===== config.mk =====
export PLATFORM = sky130hd
export DESIGN_NAME = data_mem_arbiter_flat
export DESIGN_NICKNAME = d
export VERILOG_FILES = /design/src/rtl/data_mem_arbiter_if.sv /design/src/rtl/data_mem_arbiter.sv /design/src/flat_wrapper.sv
export SDC_FILE = /design/constraint.sdc
export NUM_CORES = 1
export LEC_CHECK = 0
export ABC_AREA = 1
export CORE_AREA = 2 2 121 123
export DETAILED_ROUTE_END_ITERATION = 8
export DIE_AREA = 0 0 123 125
export GPL_ROUTABILITY_DRIVEN = 0
export GPL_TIMING_DRIVEN = 1
export RECOVER_POWER = 25
export SYNTH_ARGS = -nofsm -noshare
export SYNTH_HDL_FRONTEND = slang
export SYNTH_SLANG_ARGS = --single-unit

===== constraint.sdc =====
create_clock -name clk_i -period 4.61 [get_ports clk_i]
set_input_delay 1.383 -clock clk_i [delete_from_list [all_inputs] [get_ports clk_i]]
set_output_delay 1.383 -clock clk_i [all_outputs]
set_load 0.01 [all_outputs]

===== src/rtl/data_mem_arbiter_if.sv =====
// Request/grant/rvalid data-port bundle used by the core, the AXI adapter and data memory.
// "master" is the side that issues requests; "slave" is the side that answers them.
interface data_mem_arbiter_if #(
    parameter int ADDR_WIDTH = 32,
    parameter int DATA_WIDTH = 32
);
    logic                    req;
    logic                    gnt;
    logic [ADDR_WIDTH-1:0]   addr;
    logic                    we;
    logic [DATA_WIDTH/8-1:0] be;
    logic [DATA_WIDTH-1:0]   wdata;
    logic                    rvalid;
    logic [DATA_WIDTH-1:0]   rdata;

    modport master (output req, addr, we, be, wdata, input  gnt, rvalid, rdata);
    modport slave  (input  req, addr, we, be, wdata, output gnt, rvalid, rdata);
endinterface


===== src/rtl/data_mem_arbiter.sv =====
// Round-robin arbiter sharing one data memory between the core (m0) and the AXI adapter (m1),
// with a hold register for stalled requests and an in-order FIFO routing responses back.
module data_mem_arbiter #(
    parameter int ADDR_WIDTH      = 32,
    parameter int DATA_WIDTH      = 32,
    parameter int MAX_OUTSTANDING = 2
) (
    input  logic               clk_i,
    input  logic               rst_ni,
    data_mem_arbiter_if.slave  m0_io,
    data_mem_arbiter_if.slave  m1_io,
    data_mem_arbiter_if.master mem_io,
    output logic               busy_o,
    output logic               err_o
);
    localparam int PTR_W = (MAX_OUTSTANDING > 1) ? $clog2(MAX_OUTSTANDING) : 1;
    localparam int CNT_W = $clog2(MAX_OUTSTANDING + 1);
    localparam logic [CNT_W-1:0] MAX_CNT  = CNT_W'(MAX_OUTSTANDING);
    localparam logic [PTR_W-1:0] PTR_LAST = PTR_W'(MAX_OUTSTANDING - 1);

    logic                       prio_q, prio_d;
    logic                       hold_vld_q, hold_vld_d;
    logic                       hold_id_q, hold_id_d;
    logic [MAX_OUTSTANDING-1:0] fifo_q, fifo_d;
    logic [PTR_W-1:0]           wr_ptr_q, wr_ptr_d;
    logic [PTR_W-1:0]           rd_ptr_q, rd_ptr_d;
    logic [CNT_W-1:0]           cnt_q, cnt_d;
    logic                       err_q, err_d;

    logic sel_vld, sel_id, sel_req;
    logic fifo_full, fifo_empty;
    logic mem_req, hs, pop, head_id;

    function automatic logic [PTR_W-1:0] ptr_inc(input logic [PTR_W-1:0] p);
        return (p == PTR_LAST) ? '0 : p + 1'b1;
    endfunction

    // A stalled request keeps its master selected so the memory sees stable attributes.
    always_comb begin
        sel_vld = 1'b0;
        sel_id  = 1'b0;
        if (hold_vld_q) begin
            sel_vld = 1'b1;
            sel_id  = hold_id_q;
        end else if (m0_io.req && m1_io.req) begin
            sel_vld = 1'b1;
            sel_id  = prio_q;
        end else if (m0_io.req) begin
            sel_vld = 1'b1;
            sel_id  = 1'b0;
        end else if (m1_io.req) begin
            sel_vld = 1'b1;
            sel_id  = 1'b1;
        end
    end

    assign fifo_full  = (cnt_q == MAX_CNT);
    assign fifo_empty = (cnt_q == '0);
    assign sel_req    = sel_vld & (sel_id ? m1_io.req : m0_io.req);
    assign mem_req    = rst_ni & sel_req & ~fifo_full;
    assign hs         = mem_req & mem_io.gnt;

    assign mem_io.req   = mem_req;
    assign mem_io.addr  = !sel_vld ? '0 : (sel_id ? m1_io.addr  : m0_io.addr);
    assign mem_io.we    = !sel_vld ? '0 : (sel_id ? m1_io.we    : m0_io.we);
    assign mem_io.be    = !sel_vld ? '0 : (sel_id ? m1_io.be    : m0_io.be);
    assign mem_io.wdata = !sel_vld ? '0 : (sel_id ? m1_io.wdata : m0_io.wdata);

    assign m0_io.gnt = hs & ~sel_id;
    assign m1_io.gnt = hs &  sel_id;

    // A response with nothing outstanding is not routed anywhere; it only flags err_o.
    assign head_id      = fifo_q[rd_ptr_q];
    assign pop          = mem_io.rvalid & ~fifo_empty;
    assign m0_io.rvalid = pop & ~head_id;
    assign m1_io.rvalid = pop &  head_id;
    assign m0_io.rdata  = m0_io.rvalid ? mem_io.rdata : '0;
    assign m1_io.rdata  = m1_io.rvalid ? mem_io.rdata : '0;

    assign busy_o = rst_ni & (m0_io.req | m1_io.req | ~fifo_empty);
    assign err_o  = err_q;

    always_comb begin
        prio_d     = prio_q;
        hold_vld_d = hold_vld_q;
        hold_id_d  = hold_id_q;
        fifo_d     = fifo_q;
        wr_ptr_d   = wr_ptr_q;
        rd_ptr_d   = rd_ptr_q;
        cnt_d      = cnt_q;
        err_d      = err_q | (mem_io.rvalid & fifo_empty);

        if (hs) begin
            prio_d     = ~sel_id;
            hold_vld_d = 1'b0;
            fifo_d[wr_ptr_q] = sel_id;
            wr_ptr_d   = ptr_inc(wr_ptr_q);
        end else if (mem_req) begin
            hold_vld_d = 1'b1;
            hold_id_d  = sel_id;
        end

        if (pop) begin
            rd_ptr_d = ptr_inc(rd_ptr_q);
        end

        case ({hs, pop})
            2'b10:   cnt_d = cnt_q + 1'b1;
            2'b01:   cnt_d = cnt_q - 1'b1;
            default: cnt_d = cnt_q;
        endcase
    end

    always_ff @(posedge clk_i or negedge rst_ni) begin
        if (!rst_ni) begin
            prio_q     <= 1'b0;
            hold_vld_q <= 1'b0;
            hold_id_q  <= 1'b0;
            fifo_q     <= '0;
            wr_ptr_q   <= '0;
            rd_ptr_q   <= '0;
            cnt_q      <= '0;
            err_q      <= 1'b0;
        end else begin
            prio_q     <= prio_d;
            hold_vld_q <= hold_vld_d;
            hold_id_q  <= hold_id_d;
            fifo_q     <= fifo_d;
            wr_ptr_q   <= wr_ptr_d;
            rd_ptr_q   <= rd_ptr_d;
            cnt_q      <= cnt_d;
            err_q      <= err_d;
        end
    end
endmodule

===== src/flat_wrapper.sv =====
// flat-port wrapper written by rule: the top's interface ports become plain ports
module data_mem_arbiter_flat 
#(
    parameter int ADDR_WIDTH      = 32,
    parameter int DATA_WIDTH      = 32,
    parameter int MAX_OUTSTANDING = 2
)
  (clk_i, rst_ni, busy_o, err_o, m0_io_req, m0_io_addr, m0_io_we, m0_io_be, m0_io_wdata, m0_io_gnt, m0_io_rvalid, m0_io_rdata, m1_io_req, m1_io_addr, m1_io_we, m1_io_be, m1_io_wdata, m1_io_gnt, m1_io_rvalid, m1_io_rdata, mem_io_req, mem_io_addr, mem_io_we, mem_io_be, mem_io_wdata, mem_io_gnt, mem_io_rvalid, mem_io_rdata);
  data_mem_arbiter_if #(.ADDR_WIDTH(ADDR_WIDTH), .DATA_WIDTH(DATA_WIDTH)) m0_io_i ();
  data_mem_arbiter_if #(.ADDR_WIDTH(ADDR_WIDTH), .DATA_WIDTH(DATA_WIDTH)) m1_io_i ();
  data_mem_arbiter_if #(.ADDR_WIDTH(ADDR_WIDTH), .DATA_WIDTH(DATA_WIDTH)) mem_io_i ();
  input  logic clk_i;
  input  logic rst_ni;
  output logic busy_o;
  output logic err_o;
  input wire logic [$bits(m0_io_i.req)-1:0] m0_io_req;
  input wire logic [$bits(m0_io_i.addr)-1:0] m0_io_addr;
  input wire logic [$bits(m0_io_i.we)-1:0] m0_io_we;
  input wire logic [$bits(m0_io_i.be)-1:0] m0_io_be;
  input wire logic [$bits(m0_io_i.wdata)-1:0] m0_io_wdata;
  output wire logic [$bits(m0_io_i.gnt)-1:0] m0_io_gnt;
  output wire logic [$bits(m0_io_i.rvalid)-1:0] m0_io_rvalid;
  output wire logic [$bits(m0_io_i.rdata)-1:0] m0_io_rdata;
  input wire logic [$bits(m1_io_i.req)-1:0] m1_io_req;
  input wire logic [$bits(m1_io_i.addr)-1:0] m1_io_addr;
  input wire logic [$bits(m1_io_i.we)-1:0] m1_io_we;
  input wire logic [$bits(m1_io_i.be)-1:0] m1_io_be;
  input wire logic [$bits(m1_io_i.wdata)-1:0] m1_io_wdata;
  output wire logic [$bits(m1_io_i.gnt)-1:0] m1_io_gnt;
  output wire logic [$bits(m1_io_i.rvalid)-1:0] m1_io_rvalid;
  output wire logic [$bits(m1_io_i.rdata)-1:0] m1_io_rdata;
  output wire logic [$bits(mem_io_i.req)-1:0] mem_io_req;
  output wire logic [$bits(mem_io_i.addr)-1:0] mem_io_addr;
  output wire logic [$bits(mem_io_i.we)-1:0] mem_io_we;
  output wire logic [$bits(mem_io_i.be)-1:0] mem_io_be;
  output wire logic [$bits(mem_io_i.wdata)-1:0] mem_io_wdata;
  input wire logic [$bits(mem_io_i.gnt)-1:0] mem_io_gnt;
  input wire logic [$bits(mem_io_i.rvalid)-1:0] mem_io_rvalid;
  input wire logic [$bits(mem_io_i.rdata)-1:0] mem_io_rdata;
  assign m0_io_i.req = m0_io_req;
  assign m0_io_i.addr = m0_io_addr;
  assign m0_io_i.we = m0_io_we;
  assign m0_io_i.be = m0_io_be;
  assign m0_io_i.wdata = m0_io_wdata;
  assign m0_io_gnt = m0_io_i.gnt;
  assign m0_io_rvalid = m0_io_i.rvalid;
  assign m0_io_rdata = m0_io_i.rdata;
  assign m1_io_i.req = m1_io_req;
  assign m1_io_i.addr = m1_io_addr;
  assign m1_io_i.we = m1_io_we;
  assign m1_io_i.be = m1_io_be;
  assign m1_io_i.wdata = m1_io_wdata;
  assign m1_io_gnt = m1_io_i.gnt;
  assign m1_io_rvalid = m1_io_i.rvalid;
  assign m1_io_rdata = m1_io_i.rdata;
  assign mem_io_req = mem_io_i.req;
  assign mem_io_addr = mem_io_i.addr;
  assign mem_io_we = mem_io_i.we;
  assign mem_io_be = mem_io_i.be;
  assign mem_io_wdata = mem_io_i.wdata;
  assign mem_io_i.gnt = mem_io_gnt;
  assign mem_io_i.rvalid = mem_io_rvalid;
  assign mem_io_i.rdata = mem_io_rdata;
  data_mem_arbiter #(.ADDR_WIDTH(ADDR_WIDTH), .DATA_WIDTH(DATA_WIDTH), .MAX_OUTSTANDING(MAX_OUTSTANDING)) u_core (.clk_i(clk_i), .rst_ni(rst_ni), .m0_io(m0_io_i), .m1_io(m1_io_i), .mem_io(mem_io_i), .busy_o(busy_o), .err_o(err_o));
endmodule

==> results.txt, run 1 <==
----------------------------------------------------
[STA]
  Least-Margin Pin Slew ... 0.3458 ns
  Worst slew slack as a fraction of its limit ... 76.29%
  Fmax ... 221.9 MHz
  Fraction of the cycle the final worst path needs ... 97.77%
  Final hold slack ... 0.4504 ns
  Final Hold Vio Count ... 0
  Total count of max-transition violations in the final report ... 0
  Final period demand of the worst path ... 4.507 ns
  Post-route clock skew ... 0.001678 ns
  Setup_tns ... 0 ns
  Final setup violating endpoints ... 0

[Routing]
  Detail-routed via count per cell ... 3.968
  Detailed Routing Iterations Pass 1 ... 4
  DRC Markers ... 0
  Met3 Wirelength ... 1318 um
  Detailed-route wire length per cell ... 13.69 um
  Antenna-violating nets left ... 0
  Routed wl met2 ... 6420 um
  Number of DRC violations after detailed-routing iteration 0 ... 73
  M1 wire length ... 4392 um
  Total number of vias ... 3607
  Routed wire length ... 12450 um
  Top routing layer in use ... met4

[Setup path]
  Terminus of the critical flop-to-flop path ... u_core.cnt_q[1]
  Crit path kind ... input pin to output port
  Critical Path Start ... m1_io_req
  Critical path endpoint ... mem_io_wdata[21]
  Worst Setup Start Kind ... input pin
  Largest driver fanout on the critical path ... 12
  Arr. time, crit path ... 3.12 ns
  CP Capture Type ... output port
  Beginning of the worst register-to-register path ... u_core.hold_vld_q
  CP Data Required Time ... 3.23 ns
  R2r setup slk ... 2.36 ns
  Worst r2r path cells ... 11

[Global routing]
  Largest net degree at the start of global routing ... 70
  Via count of the first global-routing pass ... 3427
  First-pass GRT wire length ... 18310 um
  Total gr overflow ... 0
  GRT Util Overall ... 15.31%
  Number of antenna violations at the first check in global routing ... 0

[Clock network]
  CTS max path bufs ... 2
  Worst-Skew Late Latency ... 0.24 ns
  Clock root buffer ... sky130_fd_sc_hd__clkbuf_16
  Clock buffers created by TritonCTS ... 3
  Clock input transition at the sequential cells of the worst setup and hold paths ... 0.04 ns
  CTS tree ... done
  Total number of clock tree sinks ... 10
  H-tree depth reported by CTS ... 1

[Finish]
  Antenna Diode Count ... 0
  Non-filler cells in the finished layout ... 909
  Final-layout fill cell count ... 1553
  Syn-to-layout area delta ... 187.2%
  Design Area, Final ... 5594 um^2
  Proportion of layout cells with a drive suffix above 1 ... 7.724%
  Util after Layout ... 39.39%
  Nets@finish ... 903

[Power and ir drop]
  Switching pwr ... 0.001118 W
  Static Leak ... 2.816 nW
  Worst vdd rail ir drop ... 0.1518 mV
  Sequential share of power ... 6.7%
  Switching share of power ... 46.24%
  Internal power ... 0.001300 W
  Logic pwr share ... 86.2%
  Power per cell area ... 432.2 nW/um^2
  Part of the total power dissipated in the clock network ... 7.1%

[Logic synthesis]
  Post-Synthesis Net Count ... 576
  Commonest register cell after synthesis ... sky130_fd_sc_hd__dfrtp_1
  Share of synthesized flip-flops with an asynchronous set or reset ... 100.0%
  Post-synthesis instance area ... 1948 um^2
  Synth Instances ... 399
  Sequential share of the synthesized area ... 12.85%
  Count of synthesis-stage warnings from yosys ... 0
  Dominant cells by area after synthesis ... sky130_fd_sc_hd__nand2_1, sky130_fd_sc_hd__a21oi_1, sky130_fd_sc_hd__dfrtp_1
  Number of synthesized flops with an enable pin ... 0
  Flops & latches, synth ... 10
  Share of the synthesized area in the top cell type ... 29.48%
  Mean post-synth cell area ... 4.883 um^2
  Most numerous cell in the Yosys netlist ... sky130_fd_sc_hd__nand2_1
  Biggest area consumer among synthesized cells ... sky130_fd_sc_hd__nand2_1
  Count of distinct cell types in the synthesized netlist ... 22
  Post-synth top cells ... sky130_fd_sc_hd__nand2_1, sky130_fd_sc_hd__a21oi_1, sky130_fd_sc_hd__nor2_1, sky130_fd_sc_hd__inv_1, sky130_fd_sc_hd__buf_2

[Min path]
  Source of the worst hold timing path ... u_core.err_o
  Hold Path Class ... register to register

[Die]
  I/O pin cnt ... 316
  Die outline width ... 123 um
  Die area ... 15380 um^2
  Die Y-Extent ... 125 um
  Site row count ... 44
  Total core area ... 14200 um^2
  Starting Density ... 13.72%

[Place]
  Post-detailed-placement half-perimeter wirelength ... 10690 um
  Buffers added on ports ... 315
  Post-detailed-placement cell area ... 5538 um^2
  Placed Cells incl. Taps ... 904

[Flow run]
  Max-capacitance violation count ... 0

[Run status]
  Outcome ... completed

----------------------------------------------------
==> placed cells by master (no fill, tap or decap), types with 3 or more instances in the layout <==
master / count
sky130_fd_sc_hd__inv_1: 43
sky130_fd_sc_hd__clkbuf_1: 3
sky130_fd_sc_hd__a21oi_1: 70
sky130_fd_sc_hd__nand2_1: 153
sky130_fd_sc_hd__dfrtp_1: 10
sky130_fd_sc_hd__clkbuf_16: 3
sky130_fd_sc_hd__dlymetal6s2s_1: 17
sky130_fd_sc_hd__nand3_1: 4
sky130_fd_sc_hd__dlygate4sd2_1: 61
sky130_fd_sc_hd__nor2_1: 61
sky130_fd_sc_hd__clkdlybuf4s25_1: 15
sky130_fd_sc_hd__o21ai_0: 3
sky130_fd_sc_hd__clkbuf_4: 3
sky130_fd_sc_hd__buf_4: 21
sky130_fd_sc_hd__clkdlybuf4s50_1: 217
sky130_fd_sc_hd__buf_12: 8
sky130_fd_sc_hd__nor2_2: 11
==> cells by family (layout without fill, tap and decap cells) <==
family                   after synthesis  in the layout  share of synthesized area (%)
AO/OA/AOI/OAI                         75             75                          19.46
XOR/XNOR                               3              3                          1.349
adder cells (fa/ha/maj)                1              1                         0.6422
buffers and inverters                 74            400                          16.63
flip-flops                            10             10                          12.85
multiplexers                           1              1                         0.5138
AND/OR/NAND/NOR                      235            235                          48.56
==> worst min-delay path by stage <==
stage	end	slack [ns]	cells after the start
2_1_floorplan	u_core.fifo_q[0]	0.45	2
6_report	u_core.err_o	0.45	1
3_3_place_gp	u_core.err_o	0.44	1
4_1_cts	u_core.err_o	0.46	1
5_1_grt	u_core.err_o	0.47	1
3_5_place_dp	u_core.err_o	0.45	1
==> through the flow <==
step / total power, W / worst slack, ns
finish: 0.002418 / 0.1026
global route: 0.002641 / -0.01716
CTS: 0.002485 / -0.07446
detailed placement: 0.002480 / -0.1958
global placement: 0.002476 / -0.1676
floorplan: 0.001108 / 1.048
==> state kept, by name, indices dropped and copies added (netlist names) <==
name / count
u_core.err_o: 1
u_core.rd_ptr_q: 1
u_core.cnt_q: 2
u_core.hold_vld_q: 1
u_core.prio_q: 1
u_core.wr_ptr_q: 1
u_core.fifo_q: 2
u_core.hold_id_q: 1
==> worst max-delay path, stage by stage <==
cell                              delay, ns
sky130_fd_sc_hd__clkdlybuf4s50_1       0.50
sky130_fd_sc_hd__inv_2                 0.04
sky130_fd_sc_hd__nor2_1                0.07
sky130_fd_sc_hd__nand2_1               0.11
sky130_fd_sc_hd__nand2_4               0.12
sky130_fd_sc_hd__buf_6                 0.16
sky130_fd_sc_hd__buf_12                0.13
sky130_fd_sc_hd__nand2_1               0.05
sky130_fd_sc_hd__a21oi_1               0.22
sky130_fd_sc_hd__dlygate4sd2_1         0.32
==> power groups by stage <==
stage	Sequential (W)	Combinational, W	Clock [W]
after floorplan	0.000154	0.000954	0
after global placement	0.000161	0.00231	0
after detailed placement	0.000163	0.00232	0
after CTS	0.000161	0.00215	0.000176
after global routing	0.000168	0.00229	0.000182
final	0.000161	0.00208	0.000173
==> routing by layer <==
metal | up-vias | GRT usage (%)
met2 | 205 | 29.12
met3 | 14 | 3.832
met4 | 0 | 5.147
met1 | 1519 | 16.02
li1 | 1869 | -
met5 | - | 0
==> repair_timing <==
action,CTS,global route
setup endpoints to repair,66,43
setup buffers,0,1
pin swaps,0,1
hold buffers,0,0
gates resized for setup,64,37
==> layout make-up <==
type                    instances  area [um^2]  area share, %
well taps                     184        230.2          4.115
inverters                      47        178.9          3.198
repair buffers                349         3463          61.91
multi-input cells             315         1383          24.71
flip-flops and latches         10        250.2          4.473
clock buffers                   4        88.84          1.588
Note: power is estimated with default switching activity, not from simulation.
==> run 2: changes to the inputs <==
--- a/config.mk
+++ b/config.mk
@@ -6,9 +6,9 @@
 export NUM_CORES = 1
 export LEC_CHECK = 0
 export ABC_AREA = 1
-export CORE_AREA = 2 2 121 123
+export CORE_AREA = 2 2 124 126
 export DETAILED_ROUTE_END_ITERATION = 8
-export DIE_AREA = 0 0 123 125
+export DIE_AREA = 0 0 126 128
 export GPL_ROUTABILITY_DRIVEN = 0
 export GPL_TIMING_DRIVEN = 1
 export RECOVER_POWER = 25
==> constraint.sdc (replaced) <==
create_clock -name clk_i -period 4.35 [get_ports clk_i]
set_input_delay 1.305 -clock clk_i [delete_from_list [all_inputs] [get_ports clk_i]]
set_output_delay 1.305 -clock clk_i [all_outputs]
set_load 0.01 [all_outputs]
==> results.txt, run 2 (synthesis results as in run 1) <==
----------------------------------------------------
[Min path]
  Hold Path Class ... register to register

[Power and ir drop]
  Static Leak ... 2.821 nW (+0.17%)
  Power per cell area ... 464.9 nW/um^2 (+7.6%)
  Worst vdd rail ir drop ... 0.1943 mV (+28%)

[Finish]
  Syn-to-layout area delta ... 187.9%
  Util after Layout ... 37.74% (-1.6 points)
  Non-filler cells in the finished layout ... 927 (+2.0%)
  Final-layout fill cell count ... 1657 (+6.7%)
  Proportion of layout cells with a drive suffix above 1 ... 11.23% (+3.5 points)
  Leading cell types in the layout, fill and taps excluded ... sky130_fd_sc_hd__clkdlybuf4s50_1, sky130_fd_sc_hd__nand2_1, sky130_fd_sc_hd__dlygate4sd2_1, sky130_fd_sc_hd__a21oi_1, sky130_fd_sc_hd__nor2_1
  Design Area, Final ... 5609 um^2 (+0.27%)
  Biggest regs ... u_core.cnt_q (2), u_core.fifo_q (2)
  Antenna Diode Count ... 0 (unchanged)
  Most common library cell in the layout ignoring fill and taps ... sky130_fd_sc_hd__clkdlybuf4s50_1
  Nets@finish ... 918 (+1.7%)

[Setup path]
  CP Data Required Time ... 3.04 ns (-0.19 ns)
  CP Capture Type ... output port
  Cell occurring most often along the worst timing path ... sky130_fd_sc_hd__nand2_1
  Critical path's slowest cell ... sky130_fd_sc_hd__clkdlybuf4s50_1
  Delay of the slowest cell on the worst path ... 0.49 ns (about the same)
  Sum of buffers and inverters on the critical path ... 5 (unchanged)
  Ordered list of cells on the worst path ... clkdlybuf4s50_1, nand2_1, nand2_1, nand2_4, inv_4, buf_12, buf_4, nand2_1, a21oi_1, dlygate4sd2_1
  Arr. time, crit path ... 2.96 ns (-0.16 ns)
  R2r setup slk ... 2.36 ns (about the same)
  Worst Setup Start Kind ... input pin
  Crit path kind ... input pin to output port
  Largest driver fanout on the critical path ... 37 (+25)
  Kind of cell adding the most delay to the critical path ... buffers and inverters

[Routing]
  Detailed Routing Iterations Pass 1 ... 6 (+2)
  Antenna-violating nets left ... 0 (unchanged)
  Number of DRC violations after detailed-routing iteration 0 ... 48 (-34%)
  Detailed-route wire length per cell ... 13.90 um (+1.5%)
  Total number of vias ... 3667 (+1.7%)
  Detail-routed via count per cell ... 3.956 (-0.31%)
  DRC Markers ... 0 (unchanged)
  Routed wire length ... 12890 um (+3.5%)

[Flow run]
  Max-capacitance violation count ... 0 (unchanged)

[Clock network]
  CTS max path bufs ... 2 (unchanged)
  Clock root buffer ... sky130_fd_sc_hd__clkbuf_16
  Clock buffers created by TritonCTS ... 3 (unchanged)
  H-tree depth reported by CTS ... 1 (unchanged)
  Clock input transition at the sequential cells of the worst setup and hold paths ... 0.04 ns (about the same)
  Post-CTS Hold Fix Bufs ... 0 (unchanged)
  CTS tree ... done
  Total number of clock tree sinks ... 10 (unchanged)
  Worst-Skew Late Latency ... 0.24 ns (about the same)

[Global routing]
  Via count of the first global-routing pass ... 3600 (+5.0%)
  Largest net degree at the start of global routing ... 38 (-46%)
  Total gr overflow ... 0 (unchanged)
  GRT Util Overall ... 14.64% (-0.67 points)
  Number of antenna violations at the first check in global routing ... 0 (unchanged)
  First-pass GRT wire length ... 18630 um (+1.7%)

[Die]
  Die outline width ... 126 um (+2.4%)
  I/O pin cnt ... 316 (unchanged)
  Die Y-Extent ... 128 um (+2.4%)
  Site row count ... 45 (+2.3%)
  Die area ... 16130 um^2 (+4.9%)
  Total core area ... 14860 um^2 (+4.7%)
  Starting Density ... 13.11% (-0.61 points)

[STA]
  Final setup violating endpoints ... 0 (unchanged)
  Post-route clock skew ... 0.001846 ns (+0.0001677 ns)
  Total count of max-transition violations in the final report ... 0 (unchanged)
  Least-Margin Pin Slew ... 0.2432 ns (-0.1026 ns)
  Final period demand of the worst path ... 4.263 ns
  Fmax ... 234.6 MHz
  Final Hold Vio Count ... 0 (unchanged)
  Fraction of the cycle the final worst path needs ... 98.00%
  Worst slew slack as a fraction of its limit ... 83.32% (+7.0 points)

[Place]
  Post-detailed-placement cell area ... 5653 um^2 (+2.1%)
  Buffers added on ports ... 315 (unchanged)
  Placed Cells incl. Taps ... 921 (+1.9%)
  Post-detailed-placement half-perimeter wirelength ... 11240 um (+5.2%)

[Run status]
  Outcome ... completed

----------------------------------------------------
-- run 2: changes by cell type in the layout (fill, tap and decap cells not counted), sizes merged, moves of 4 or more --
cell           delta
clkdlybuf4s50    -12
clkdlybuf4s15     +4
dlymetal6s2s     -11
clkdlybuf4s25    -10
buf              +17
dlygate4sd2      +12
clkbuf           +15
-- run 2: power breakdown --
part | internal [W] | switching (W)
combinational | 0.00113 | 0.00115
clock | 0.000119 | 0.0000434
sequential | 0.000135 | 0.0000356
total | 0.00138 | 0.00123
-- run 2: final cells by class --
| cell class | count | area (um^2) | share of cell area (%) |
|---|---|---|---|
| timing repair buffer | 364 | 3473 | 61.92 |
| multi-input combinational | 315 | 1396 | 24.89 |
| sequential | 10 | 250.2 | 4.461 |
| tap | 188 | 235.2 | 4.194 |
| inverter | 47 | 178.9 | 3.190 |
| clock buffer | 3 | 75.07 | 1.338 |
-- run 2: stage by stage --
step / hold slack (ns) / power (W) / TNS, ns / setup WS (ns)
2_1_floorplan: 0.4484 / 0.001174 / 0 / 0.9437
3_3_place_gp: 0.4429 / 0.002667 / -13.03 / -0.3195
3_5_place_dp: 0.4698 / 0.002667 / -12.79 / -0.3056
4_1_cts: 0.4797 / 0.002644 / -2.422 / -0.1717
5_1_grt: 0.5005 / 0.002829 / -0.03692 / -0.007462
6_report: 0.4622 / 0.002608 / 0 / 0.08690
-- run 2: worst paths after layout --
path / to / cells after the start / start
setup / recovery: mem_io_wdata[11] / 10 / m0_io_req
hold / removal: u_core.err_o / 1 / u_core.err_o
setup reg to reg: u_core.cnt_q[1] / 11 / u_core.hold_vld_q
hold reg to reg: u_core.err_o / 1 / u_core.err_o
max in group asynchronous: u_core.err_o / 2 / rst_ni
min in group asynchronous: u_core.wr_ptr_q / 2 / rst_ni
-- run 2: layer usage --
layer / global-route usage (%) / part of all wire, % / up-vias
li1: - / - / 1899
met5: 0 / 0 / -
met1: 14.10 / 34 / 1543
met2: 29.03 / 54 / 207
met3: 4.215 / 9.5 / 18
met4: 5.818 / 3.0 / 0
-- run 2: timing repair --
item                       CTS  global route
resized for setup           92            54
setup endpoints to repair  104            63
cloned                       0             1
buffers inserted             0             2
pin swaps                    0             2
